File: src/rtl/adler32_stream_engine.sv
// Adler-32 stream engine: takes 32-bit words, feeds them one byte per cycle (MSB first)
// into running sums A/B, and publishes {B,A} when a frame ends.
module adler32_stream_engine #(
  parameter logic [15:0] MOD_BASE = 16'd65521,
  parameter logic [15:0] INIT_A   = 16'd1
) (
  input  logic        clk,
  input  logic        rst_n,
  input  logic        s_valid,
  output logic        s_ready,
  input  logic [31:0] s_data,
  input  logic        s_last,
  input  logic [2:0]  s_nbytes,
  output logic [15:0] sum_a,
  output logic [15:0] sum_b,
  output logic [31:0] cksum,
  output logic        cksum_valid
);

  typedef enum logic [1:0] {
    IDLE  = 2'd0,
    SHIFT = 2'd1,
    DONE  = 2'd2
  } state_t;

  state_t      state_q, state_d;
  logic [31:0] shift_q, shift_d;
  logic [2:0]  cnt_q, cnt_d;
  logic        lastf_q, lastf_d;
  logic [15:0] a_q, a_d;
  logic [15:0] b_q, b_d;
  logic [31:0] cksum_q, cksum_d;
  logic        cksum_valid_q, cksum_valid_d;

  logic [16:0] a_sum, b_sum;
  logic [15:0] a_byte, b_byte;

  // A and B stay below MOD_BASE, so a single conditional subtract keeps them reduced.
  always_comb begin
    a_sum  = {1'b0, a_q} + {9'd0, shift_q[31:24]};
    a_byte = (a_sum >= {1'b0, MOD_BASE}) ? 16'(a_sum - {1'b0, MOD_BASE}) : a_sum[15:0];
    b_sum  = {1'b0, b_q} + {1'b0, a_byte};
    b_byte = (b_sum >= {1'b0, MOD_BASE}) ? 16'(b_sum - {1'b0, MOD_BASE}) : b_sum[15:0];
  end

  always_comb begin
    state_d       = state_q;
    shift_d       = shift_q;
    cnt_d         = cnt_q;
    lastf_d       = lastf_q;
    a_d           = a_q;
    b_d           = b_q;
    cksum_d       = cksum_q;
    cksum_valid_d = 1'b0;
    s_ready       = 1'b0;

    case (state_q)
      IDLE: begin
        s_ready = rst_n;
        if (s_valid) begin
          shift_d = s_data;
          lastf_d = s_last;
          if (s_last && (s_nbytes != 3'd0)) begin
            cnt_d = s_nbytes;
          end else begin
            cnt_d = 3'd4;
          end
          state_d = SHIFT;
        end
      end

      SHIFT: begin
        a_d     = a_byte;
        b_d     = b_byte;
        shift_d = {shift_q[23:0], 8'h00};
        cnt_d   = cnt_q - 3'd1;
        if (cnt_q == 3'd1) begin
          // Result is latched on the final byte so cksum and its pulse line up in DONE.
          if (lastf_q) begin
            cksum_d       = {b_byte, a_byte};
            cksum_valid_d = 1'b1;
            state_d       = DONE;
          end else begin
            state_d = IDLE;
          end
        end
      end

      DONE: begin
        a_d     = INIT_A;
        b_d     = 16'd0;
        state_d = IDLE;
      end

      default: begin
        state_d = IDLE;
      end
    endcase
  end

  always_ff @(posedge clk or negedge rst_n) begin
    if (!rst_n) begin
      state_q       <= IDLE;
      shift_q       <= 32'd0;
      cnt_q         <= 3'd0;
      lastf_q       <= 1'b0;
      a_q           <= INIT_A;
      b_q           <= 16'd0;
      cksum_q       <= 32'h0000_0001;
      cksum_valid_q <= 1'b0;
    end else begin
      state_q       <= state_d;
      shift_q       <= shift_d;
      cnt_q         <= cnt_d;
      lastf_q       <= lastf_d;
      a_q           <= a_d;
      b_q           <= b_d;
      cksum_q       <= cksum_d;
      cksum_valid_q <= cksum_valid_d;
    end
  end

  assign sum_a       = a_q;
  assign sum_b       = b_q;
  assign cksum       = cksum_q;
  assign cksum_valid = cksum_valid_q;

endmodule

File: config.mk
export PLATFORM = sky130hd
export DESIGN_NAME = adler32_stream_engine
export DESIGN_NICKNAME = d
export VERILOG_FILES = /design/src/rtl/adler32_stream_engine.sv
export SDC_FILE = /design/constraint.sdc
export NUM_CORES = 1
export LEC_CHECK = 0
export BUFFER_PORTS_ARGS = -buffer_cell sky130_fd_sc_hd__buf_2
export CAP_MARGIN = 0
export CORE_MARGIN = 3
export CORE_UTILIZATION = 45
export DETAILED_ROUTE_END_ITERATION = 10
export PLACE_DENSITY = 0.63
export SLEW_MARGIN = 20
export SYNTH_ARGS = -nofsm -noshare
export SYNTH_HDL_FRONTEND = slang
export SYNTH_SLANG_ARGS = --single-unit
File: constraint.sdc
create_clock -name clk -period 7.55 [get_ports clk]
set_input_delay 0 -clock clk [delete_from_list [all_inputs] [get_ports clk]]
set_output_delay 0 -clock clk [all_outputs]
set_load 0.01 [all_outputs]
Word level (Yosys, flattened, before mapping)

Cells that the tools add are included.

Eq/ne operators: 5
Reduce and logical (&&, ||, !) cells: 9
$lt $le $gt $ge: 2
Mux-type cells: 17
Add/sub/neg operators: 5

Operators with widths:

| operator                                                            | count |
|---|---|
| case mux 16 bit (2 select lines)                                    | 2 |
| case mux 32 bit (2 select lines)                                    | 1 |
| greater-or-equal comparator 17 x 16 -> 1 bit, second input constant | 2 |
| 2-to-1 mux 16 bit                                                   | 2 |
| 2-to-1 mux 32 bit                                                   | 1 |
| subtractor 16 bit, second input constant                            | 2 |
| adder 16 x 16 -> 17 bit                                             | 1 |
| adder 16 x 8 -> 17 bit                                              | 1 |
| 2-to-1 mux 2 bit                                                    | 3 |
| 2-to-1 mux 3 bit                                                    | 2 |
| case mux 3 bit (2 select lines)                                     | 1 |
| AND reduction 2 bit                                                 | 3 |
| 2-to-1 mux 1 bit                                                    | 4 |
| inequality test 2 bit, second input constant                        | 2 |
| case mux 2 bit (2 select lines)                                     | 1 |
| nonzero test 2 bit                                                  | 2 |
| == test 3 x 1 -> 1 bit, second input constant                       | 1 |
| AND reduction 3 bit                                                 | 1 |
| nonzero test 3 bit                                                  | 1 |
| subtractor 3 x 1 -> 3 bit, second input constant                    | 1 |
| == test 2 x 1 -> 1 bit, second input constant                       | 1 |
| == test 2 bit, second input constant                                | 1 |
| zero test 2 bit                                                     | 1 |
| logical AND 1 bit                                                   | 1 |

Flip-flop bits (word level): 103
Bits of input ports: 39

Depth between registers and ports, before layout

Gate-level depths: netlist of the first run.

Word-level depth: 7
Gate-level depth with buffers: 23

Worst setup path before layout of the first run

No wires, ideal clock.

Kind: register -> register
Start point: register a_q[0] (netlist: sum_a[0])
End point: register cksum_q[24] (netlist: cksum[24])
Buffers on the path: 2
Library setup time: 0.134 ns
Clock period less this slack: 5.855 ns
Arrival time: 5.721 ns
Path slack: 1.695 ns
Cell stages (with the launch flop): 24
Cell sequence: dfstp_2 ha_1 fa_1 a211o_1 and3_4 or2_1 or4_1 o311ai_2 nand4_4 buf_2 and3_1 nor3_1 inv_1 ha_1 a21oi_1 a21oi_1 o21a_1 or4_4 a2111oi_4 a41oi_2 buf_6 nor3_2 xor2_1 o21ai_0

Cells in the longest elaborated chain, start to end: 6
Elaborated cells between the ends (all ways): 8
Those cells by class: add/sub (4); order compare (2); mux (2)

RTL lines:

| element                                                                           | line | source |
|---|---|---|
| start, declared                                                                   | 30   | `logic [15:0] a_q, a_d;` |
| start signal, assigned                                                            | 107  | `a_q <= INIT_A;` |
| start signal, assigned                                                            | 116  | `a_q <= a_d;` |
| adder 16 x 8 -> 17 bit *                                                          | 40   | `a_sum = {1'b0, a_q} + {9'd0, shift_q[31:24]};` |
| subtractor 16 bit or greater-or-equal comparator 17 x 16 -> 1 bit (tied branches) | 41   | `a_byte = (a_sum >= {1'b0, MOD_BASE}) ? 16'(a_sum - {1'b0, MOD_BASE}) : a_sum[15:0];` |
| 2-to-1 mux 16 bit *                                                               | 41   |  |
| named net a_byte[3]                                                               | 36   | `logic [15:0] a_byte, b_byte;` |
| adder 16 x 16 -> 17 bit *                                                         | 42   | `b_sum = {1'b0, b_q} + {1'b0, a_byte};` |
| subtractor 16 bit or greater-or-equal comparator 17 x 16 -> 1 bit (tied branches) | 43   | `b_byte = (b_sum >= {1'b0, MOD_BASE}) ? 16'(b_sum - {1'b0, MOD_BASE}) : b_sum[15:0];` |
| 2-to-1 mux 16 bit *                                                               | 43   |  |
| end signal, assigned                                                              | 118  | `cksum_q <= cksum_d;` |
| end, declared                                                                     | 32   | `logic [31:0] cksum_q, cksum_d;` |

Mark *: on every way through the listed nets, which the timed path passes. The rest lies on a longest branch.
A chain may end at the register's enable or synchronous reset.

Worst setup path in the final report of the first run

Start point: register a_q[0] (netlist: sum_a[0])
End point: register cksum_q[20] (netlist: cksum[20])

The elaborated chain is that of the path after synthesis.

==> metrics.txt, run 1 <==
required time worst endpoint 7770 ps; Slew @ Worst Pin 1070 ps; sequential cell area fraction in the yosys report 0.393; number of max-cap violations 0; synth warn 0; Total GRT Usage 0.219; Post-CTS Setup Bufs 0; Synth Cell Area 6570 um2; post-cts resize count 0; R2R Setup Slk 680 ps; Post-DP HPWL 13,000 um; Core ar. around 14,000 um2; CTS tree yes; vias in the first global route around 5,700; root buffer cell clkbuf_16; Distinct cells, synth 78; H-tree Lvls 3; synthesis-stage register bit count 103; CP Cell Sequence ha_1 -> fa_1 -> a211o_1 -> a21oi_1 -> o311ai_1 -> nand4_1 -> nor2_1 -> nand4_4 -> o21ai_2 -> xnor2_1 -> ha_1 -> inv_1 -> fa_1 -> nand3b_1 -> a2111oi_0 -> a211oi_1 -> xor2_1 -> nor4_1 -> a41oi_2 -> and2b_1 -> xnor2_1 -> o21ai_0; n_diodes 0; worst relative slew slack 0.284; Clock Sinks 103; Worst EP arrival 7090 ps; Die Area ~16,000 um2; Setup crit end cksum[20]$_DFFE_PN0P_; unrepaired setup endpoints after global routing false; Post-CTS Hold Buffers 34; Die H 127 um; DRT iter0 DRCs 407; Final GP Congestion 0.884; layout overhead on the synthesized area 20.3%; ANT nets after route 0; Die Wd ~130 um; Crit Path Max Fanout 13; Post-Layout Cell Count ~1,000; cells on worst reg2reg path 22; DR pass1 iterations 5; hold_ws -8.70 ps; first-pass GRT wire length 28,600 um; startpoint types register; syn nets 801; Setup violations, final 0; IO buf count 104; Synth Instances 725; CTS Buf Count 9; CTS max path bufs 2; syn_area_per_cell between 9 and 10 um2; largest stage delay on the critical path about 700 ps; worst r2r src sum_a[0]$_DFFE_PN1P_; Yosys top cell by area dfrtp_1; Max Slew Vio Count 0; ys async rst share 1.00; initial antenna violation count 0; drt total wl 17,500 um; worst reg2reg path endpoint cksum[20]$_DFFE_PN0P_; Setup Skew 5.73 ps; min cycle time layout 6870 ps; failing checks hold timing; Post-synth EDFFs 0; total global routing overflow 0; Max Clk Rate 145 MHz; Fin. Hold Viols 1; insertion delay to the later sink of the worst-skew pair 360 ps; top cells by area, synth dfrtp_1, ha_1, o21ai_0; std cell rows 43; pin count of the biggest net entering global routing 61; Setup crit start sum_a[0]$_DFFE_PN1P_; critical path's slowest cell a41oi_2; Remaining DRCs 0; share of layout cells above drive strength 1 0.182; Crit. End Element register; HP Class primary input to register; # placed instances 985; main flop type after synthesis dfrtp_1; Final Net Count around 930; Initial Util 0.466; total I/O pin count 105; status finished, violations left; via count ~6,000; Post-Route Setup TNS 0 ps; Yosys top cell area share 0.385; drt wl/cell 16.9 um; Via density ~5.7; CTS clk-pin slew, worst paths 70 ps; kind of critical path register to register; crit share post-route 0.910
worst max-delay path, delay by kind of cell (launching register included):
family / cells / cell delay (ps)
AO/OA/AOI/OAI: 8 / 2590
adder cells (fa/ha/maj): 4 / 1080
AND/OR/NAND/NOR: 6 / 1580
buffers and inverters: 1 / 70
flip-flops: 1 / 550
XOR/XNOR: 3 / 870
synthesized netlist by cell type (9+ instances only):
cell type    n
dfrtp_1    101
nand2_1    101
o21ai_0     83
nor2_1      40
ha_1        35
a21oi_1     33
inv_1       32
mux2i_1     29
xnor2_1     24
clkbuf_1    22
o2bb2ai_1   22
nand3_1     15
xor2_1      12
nor3_1      11
a31oi_1      9
and2_1       9
area by class of cell:
cell class                 count  area (um2)
clock inverter                 6        43.8
tap                          180         225
fill                        1295        6200
sequential                   103        2580
clock buffer                  10         239
inverter                      33         124
multi-input combinational    562        3770
timing repair buffer         142         913
worst min path at each step:
stage,endpoint,cells past startpoint,startpoint
3_3_place_gp,sum_a[11]$_DFFE_PN0P_,1,rst_n
6_report,shift_q[14]$_DFFE_PN0P_,3,s_data[14]
4_1_cts,shift_q[14]$_DFFE_PN0P_,3,s_data[14]
5_1_grt,shift_q[14]$_DFFE_PN0P_,3,s_data[14]
2_1_floorplan,cksum[10]$_DFFE_PN0P_,0,rst_n
3_5_place_dp,sum_a[13]$_DFFE_PN0P_,1,rst_n
cell families after synthesis:
group / Yosys count / share of synthesized area
flops: 103 / 0.393
mux: 33 / 0.0511
fa+ha+maj: 37 / 0.0728
buf+inv: 60 / 0.0360
compound gates: 232 / 0.232
simple gates: 224 / 0.167
xor+xnor: 36 / 0.0480
layer usage:
layer  wire length [um]  global-route usage
met5                  0                   0
met3                849              0.0375
met4                408              0.0782
met2               8290               0.365
met1               8000               0.289
state kept, by name, summed over array words and instances, names as in the netlist:
| signal | flops |
|---|---|
| sum_b | 16 |
| sum_a | 16 |
| shift_q | 32 |
| cksum_valid | 1 |
| cksum | 32 |
| lastf_q | 1 |
| state_q | 2 |
| cnt_q | 3 |
placed cells by master, fill, tap and decap left out, types with 4 or more instances in the layout:
| master | instances |
|---|---|
| mux2_2 | 4 |
| nand4_1 | 6 |
| a31oi_1 | 9 |
| o21ai_1 | 6 |
| buf_4 | 4 |
| nand2_1 | 100 |
| o211ai_1 | 5 |
| a22oi_1 | 8 |
| nand3_1 | 14 |
| nor2_1 | 40 |
| o31ai_1 | 8 |
| xor2_1 | 12 |
| clkbuf_16 | 9 |
| a21oi_1 | 32 |
| mux2i_1 | 29 |
| inv_1 | 32 |
| a21o_1 | 8 |
| nor3_1 | 11 |
| nand2b_1 | 6 |
| o21a_1 | 4 |
| dfrtp_1 | 101 |
| a21boi_0 | 4 |
| o21ai_0 | 83 |
| and3_1 | 4 |
| o22ai_1 | 5 |
| ha_1 | 34 |
| xnor2_1 | 24 |
| dlygate4sd3_1 | 34 |
| a211oi_1 | 6 |
| or2_2 | 6 |
| buf_2 | 103 |
| and2_1 | 9 |
| o2bb2ai_1 | 22 |
per-stage QoR:
step | worst slack [ps] | utilization | area (um2) | hold slack [ps]
6_report | 677 | 0.560 | 7900 | -8.70
5_1_grt | 65.4 | 0.560 | 7900 | 23.5
4_1_cts | 724 | 0.558 | 7870 | 3.49
3_5_place_dp | 793 | 0.514 | 7250 | 98.0
3_3_place_gp | 944 | 0.514 | 7240 | 76.8
2_1_floorplan | 1690 | - | 6570 | -296
Power of run 1 is left out: the tool's default activity adds up to more than one toggle a clock period on the data nets, which glitch-free logic cannot reach.
==> run 2: changes to the inputs <==
- HOLD_SLACK_MARGIN: not set -> 0.02
==> run 2 against run 1 <==
Net effect: the run now ends clean; register-to-register slack hardly changed; non-clock buffer count is 1 higher; wire length is 0.38% higher; core utilization is 0.071 points higher; setup slack better by 12 ps; clock skew is 0.60 ps higher; sequential share of layout area hardly changed; design area is 0.13% higher; critical path depth stayed put; first-iteration DRC count is 2.0% lower; flip-flop and latch count stayed put; highest routed layer unchanged.
==> metrics.txt, run 2 (synthesis results as in run 1) <==
status complete, no violations; crit share post-route 0.909 (-0.00156); Setup Skew 6.33 ps (+0.601 ps); Clock Sinks 103 (unchanged); Layout fillers 1,297 (+0.15%); total I/O pin count 105 (unchanged); grt met3 use 0.0379 (+0.000421); CTS Buf Count 9 (unchanged); HP Class primary input to register; total global routing overflow 0 (unchanged); min cycle time layout 6860 ps (-11.8 ps); Total GRT Usage 0.220 (+0.000892); Core ar. 14,100 um2 (unchanged); Max Slew Vio Count 0 (unchanged); area of the multi-input gates 3770 um2 (unchanged); via count 5,895 (+0.24%); Remaining DRCs 0 (unchanged); DRT iter0 DRCs 399 (-2.0%); Via density 5.68 (+0.14%); Setup violations, final 0 (unchanged); layout overhead on the synthesized area 20.4%; Die Area 16,100 um2 (unchanged); most common cell after layout, fill and taps aside buf_2; initial antenna violation count 0 (unchanged); Post-Route Setup TNS 0 ps (unchanged); Crit. End Element register; Die H 127 um (unchanged); CTS clk-pin slew, worst paths 70 ps (about the same); Slew @ Worst Pin 1080 ps (+2.48 ps); Fin. Hold Viols 0 (-1); worst relative slew slack 0.282 (-0.00165); first-pass GRT wire length 28,700 um (+0.36%); IO buf count 104 (unchanged); kind of critical path register to register; Global Route met1 Usage 0.289 (unchanged); pin count of the biggest net entering global routing 61 (unchanged); Final Net Count 928 (+0.11%); register area 2580 um2 (unchanged); Crit Path Max Fanout 13 (unchanged); drt total wl 17,600 um (+0.38%); vias in the first global route 5,735 (+0.47%); Final GP Congestion 0.884 (unchanged); gr busiest metal met2; ANT nets after route 0 (unchanged); Max Clk Rate 146 MHz (+0.17%); H-tree Lvls 3 (unchanged); CTS max path bufs 2 (unchanged); CTS tree yes; startpoint types register; DR pass1 iterations 5 (unchanged); insertion delay to the later sink of the worst-skew pair 360 ps (about the same); share of layout cells above drive strength 1 0.182 (-0.000213); number of max-cap violations 0 (unchanged); Post-DP HPWL 13,000 um (unchanged); drt wl/cell 17.0 um (+0.29%); unrepaired setup endpoints after global routing false; most frequent cells in the layout buf_2, dfrtp_1, nand2_1; Worst EP arrival 7080 ps (about the same); Die Wd 127 um (unchanged); std cell rows 43 (unchanged); met2 usage in global routing 0.368 (+0.00280); Initial Util 0.466 (unchanged); n_diodes 0 (unchanged); root buffer cell clkbuf_16; hold_ws 34.1 ps (+42.8 ps); post-cts resize count 0 (unchanged); required time worst endpoint 7770 ps (about the same)
## run 2: cell count changes in the layout (fill, tap and decap cells not counted)
cell,delta
dlygate4sd3_1,+1
## run 2: path summary, 6_finish.rpt
| check | start | endpoint | slack, ps | cells past startpoint |
|---|---|---|---|---|
| max in group asynchronous | rst_n | shift_q[5]$_DFFE_PN0P_ | 6210 | 3 |
| min in group asynchronous | rst_n | sum_a[13]$_DFFE_PN0P_ | 230 | 2 |
| setup reg to reg | sum_a[0]$_DFFE_PN1P_ | cksum[20]$_DFFE_PN0P_ | 690 | 22 |
| hold / removal | s_nbytes[1] | cnt_q[1]$_DFFE_PN0P_ | 30 | 5 |
| hold reg to reg | cksum[25]$_DFFE_PN0P_ | cksum[25]$_DFFE_PN0P_ | 470 | 2 |
| setup / recovery | sum_a[0]$_DFFE_PN1P_ | cksum[20]$_DFFE_PN0P_ | 690 | 22 |
## run 2: final cells by class
class / count / area share
inverter: 33 / 0.0157
multi-input combinational: 562 / 0.477
clock buffer: 10 / 0.0302
sequential: 103 / 0.326
timing repair buffer: 143 / 0.117
clock inverter: 6 / 0.00554
tap: 180 / 0.0285
## run 2: routing by layer
layer | vias up | wire [um]
met1 | 2800 | 7970
met2 | 175 | 8350
met3 | 28 | 870
met4 | 0 | 409
li1 | 2892 | -
met5 | - | 0
## run 2: stage by stage
stage                      util  std cells  cell area [um2]  worst slack (ps)
after floorplan               -        725             6570              1690
after global placement    0.514        985             7240               944
after detailed placement  0.514        985             7250               793
after CTS                 0.559       1036             7880               724
after global routing      0.561       1037             7910              67.0
final                     0.561       1037             7910               688
## run 2: timing repair
| action | in CTS | in global routing |
|---|---|---|
| endpoints found under the hold margin | 87 | 0 |
| setup buffers | 0 | 0 |
| hold buffers | 35 | 0 |
## run 2: worst max-delay path, cell delays in order, from the launching register on
cell and delay, ps:
dfstp_2 550, ha_1 190, fa_1 240, a211o_1 210, a21oi_1 90, o311ai_1 680
nand4_1 330, nor2_1 300, nand4_4 270, o21ai_2 290, xnor2_1 220, ha_1 250
inv_1 70, fa_1 400, nand3b_1 220, a2111oi_0 430, a211oi_1 120, xor2_1 460
nor4_1 170, a41oi_2 690, and2b_1 270, xnor2_1 180, o21ai_0 90
Power of run 2 is left out for the same reason.
==> run 3: changes to the inputs <==
- ABC_AREA: not set -> 1
- HOLD_SLACK_MARGIN: 0.02 -> not set
- PLACE_DENSITY: 0.63 -> 0.62
- SKIP_LAST_GASP: not set -> 1
==> run 3 against run 2 <==
Net effect: design area rose by 9.4%; critical path type unchanged; fmax is 26% higher; flip-flop and latch count unchanged; critical endpoint is now cksum[16]$_DFFE_PN0P_; final cell count up 38%; wire length increased by 19%; first-iteration DRC count grew 33%.
==> metrics.txt, run 3 <==
status complete, no violations; R2R Setup Slk 2090 ps (+1400 ps); number of max-cap violations 0 (unchanged); Total GRT Usage 0.239 (+0.0188); Distinct cells, synth 44 (-44%); top cells by count, synth nand2_1, inv_1, dfrtp_1; unrepaired setup endpoints after global routing false; drt total wl 21,000 um (+19%); synthesis-stage register bit count 103 (unchanged); Setup Skew 7.91 ps (+1.58 ps); Yosys top cell area share 0.347 (-0.0377); worst r2r src shift_q[24]$_DFFE_PN0P_; Final GP Congestion 0.926 (+4.8%); most frequent cells in the layout nand2_1, inv_1, buf_2; cells on worst reg2reg path 32 (+45%); worst reg2reg path endpoint cksum[16]$_DFFE_PN0P_; Crit Path Max Fanout 18 (+5); largest stage delay on the critical path 430 ps (-260 ps); Final Net Count 1,286 (+39%); layout overhead on the synthesized area 18.8%; Setup crit end cksum[16]$_DFFE_PN0P_; vias in the first global route 6,836 (+19%); insertion delay to the later sink of the worst-skew pair 360 ps (about the same); Die H 133 um (+5.0%); main flop type after synthesis dfrtp_1; DRT iter0 DRCs 529 (+33%); Crit. path cell count 32 (+45%); CP top delay family simple AND/OR/NAND/NOR gates; ANT nets after route 0 (unchanged); Synth Instances 1,081 (+49%); Global Route met1 Usage 0.355 (+0.0659); most common cell in the netlist nand2_1; min cycle time layout 5460 ps (-1400 ps); std cell rows 45 (+4.7%); required time worst endpoint 7790 ps (+20 ps); n_diodes 0 (unchanged); root buffer cell clkbuf_16; met2 usage in global routing 0.365 (-0.00256); Setup violations, final 0 (unchanged); Max Clk Rate 183 MHz (+26%); Die Area 17,700 um2 (+10%); startpoint types register; Yosys top cell by area dfrtp_1; crit share post-route 0.723 (-0.186); Worst Path Buf+Inv 2 (+1); Fin. Hold Viols 0 (unchanged); share of layout cells above drive strength 1 0.158 (-0.0240); Clock Sinks 103 (unchanged); Most Frequent Cell on Critical Path nand2_1; worst relative slew slack 0.349 (+0.0665); ys async rst share 1.00 (unchanged); DR pass1 iterations 6 (+1); kind of critical path register to register; Die Wd 133 um (+5.0%); gr busiest metal met2; Post-synth EDFFs 0 (unchanged); sequential cell area fraction in the yosys report 0.354 (-0.0385); total global routing overflow 0 (unchanged); critical path's slowest cell fa_1; IO buf count 104 (unchanged); CTS Buf Count 9 (unchanged); CTS clk-pin slew, worst paths 80 ps (about the same); HP Class primary input to register; Post-CTS Setup Bufs 0 (unchanged); CTS max path bufs 2 (unchanged); syn_area_per_cell 6.74 um2 (-26%); fin util 0.557 (-0.00438); Slew @ Worst Pin 971 ps (-106 ps); synth warn 0 (unchanged); most common cell after layout, fill and taps aside nand2_1; H-tree Lvls 3 (unchanged); Post-DP HPWL 15,500 um (+19%); top cells by area, synth dfrtp_1, nand2_1, inv_1; drt wl/cell 14.7 um (-13%); first-pass GRT wire length 34,500 um (+20%); Max Slew Vio Count 0 (unchanged); cell area after layout 8650 um2 (+9.4%); post-cts resize count 0 (unchanged); pin count of the biggest net entering global routing 69 (+13%); Remaining DRCs 0 (unchanged); Initial Util 0.469 (+0.00260); Crit. End Element register; Via density 5.00 (-12%); Core ar. 15,500 um2 (+10%); Cell Area, Placed 7960 um2 (+9.8%); CTS tree yes; syn nets 1,157 (+44%); via count 7,129 (+21%); Post-Route Setup TNS 0 ps (unchanged); Setup crit start shift_q[24]$_DFFE_PN0P_; initial antenna violation count 0 (unchanged); grt met3 use 0.0249 (-0.0130); Synth Cell Area 7280 um2 (+11%); Worst EP arrival 5700 ps (-1380 ps); total I/O pin count 105 (unchanged)
-- run 3: cell types whose count changed in the layout (fill, tap and decap cells not counted), sizes merged, moves of 22 or more --
cell	change
nand2	+370
inv	+100
nand3	+80
o21ai	-73
nor2	+39
mux2i	-29
xnor2	-23
o2bb2ai	-22
-- run 3: cell type report --
type                    count  area [um2]
fillers                  1567        6890
inverters                 136         510
multi-input cells         813        4040
flip-flops and latches    103        2580
clock buffers               9         225
repair buffers            147         941
well taps                 211         264
clock inverters             7        86.3
-- run 3: kinds of logic (layout without fill, tap and decap cells) --
group / count (synthesis) / count (layout) / share of synthesized area
xor gates and xnor gates: 9 / 9 / 0.0108
AOI/OAI and AO/OA: 76 / 76 / 0.0627
buffers and inverters: 165 / 299 / 0.0904
and+or+nand+nor: 691 / 691 / 0.416
DFF: 103 / 103 / 0.354
adders and majority gates: 37 / 37 / 0.0656
-- run 3: how the worst min path moves through the flow --
stage          slack, ps  cells after the start   startpoint                     to
2_1_floorplan       -300                      0        rst_n  cksum[10]$_DFFE_PN0P_
3_3_place_gp           8                      1        rst_n   sum_a[8]$_DFFE_PN0P_
3_5_place_dp           8                      1        rst_n   sum_a[8]$_DFFE_PN0P_
4_1_cts               60                      4  s_nbytes[1]   cnt_q[2]$_DFFE_PN0P_
5_1_grt              140                      5  s_nbytes[1]   cnt_q[1]$_DFFE_PN0P_
6_report              70                      4  s_nbytes[1]   cnt_q[2]$_DFFE_PN0P_
-- run 3: tightest hold or removal path, delay by kind of cell --
kind	cells	cell delay [ps]
compound gates	2	280
buf+inv	2	120
-- run 3: per-layer routing --
metal	wire length, um	vias up
met5	0	-
met3	934	25
met4	497	0
met2	8910	184
li1	-	3685
met1	10600	3235
-- run 3: stage by stage --
stage	hold slack, ps	cells	setup WS, ps
after floorplan	-296	1081	3120
after CTS	55.0	1426	2160
after global routing	142	1426	1490
final	70.6	1426	2090
after detailed placement	7.65	1372	2230
after global placement	7.79	1372	2220
-- run 3: what timing repair did --
item,4_1_cts,5_1_grt
hold endpoints to repair,72,0
endpoints found under the setup margin,0,0
hold buffers,38,0
Power of run 3 is left out for the same reason.
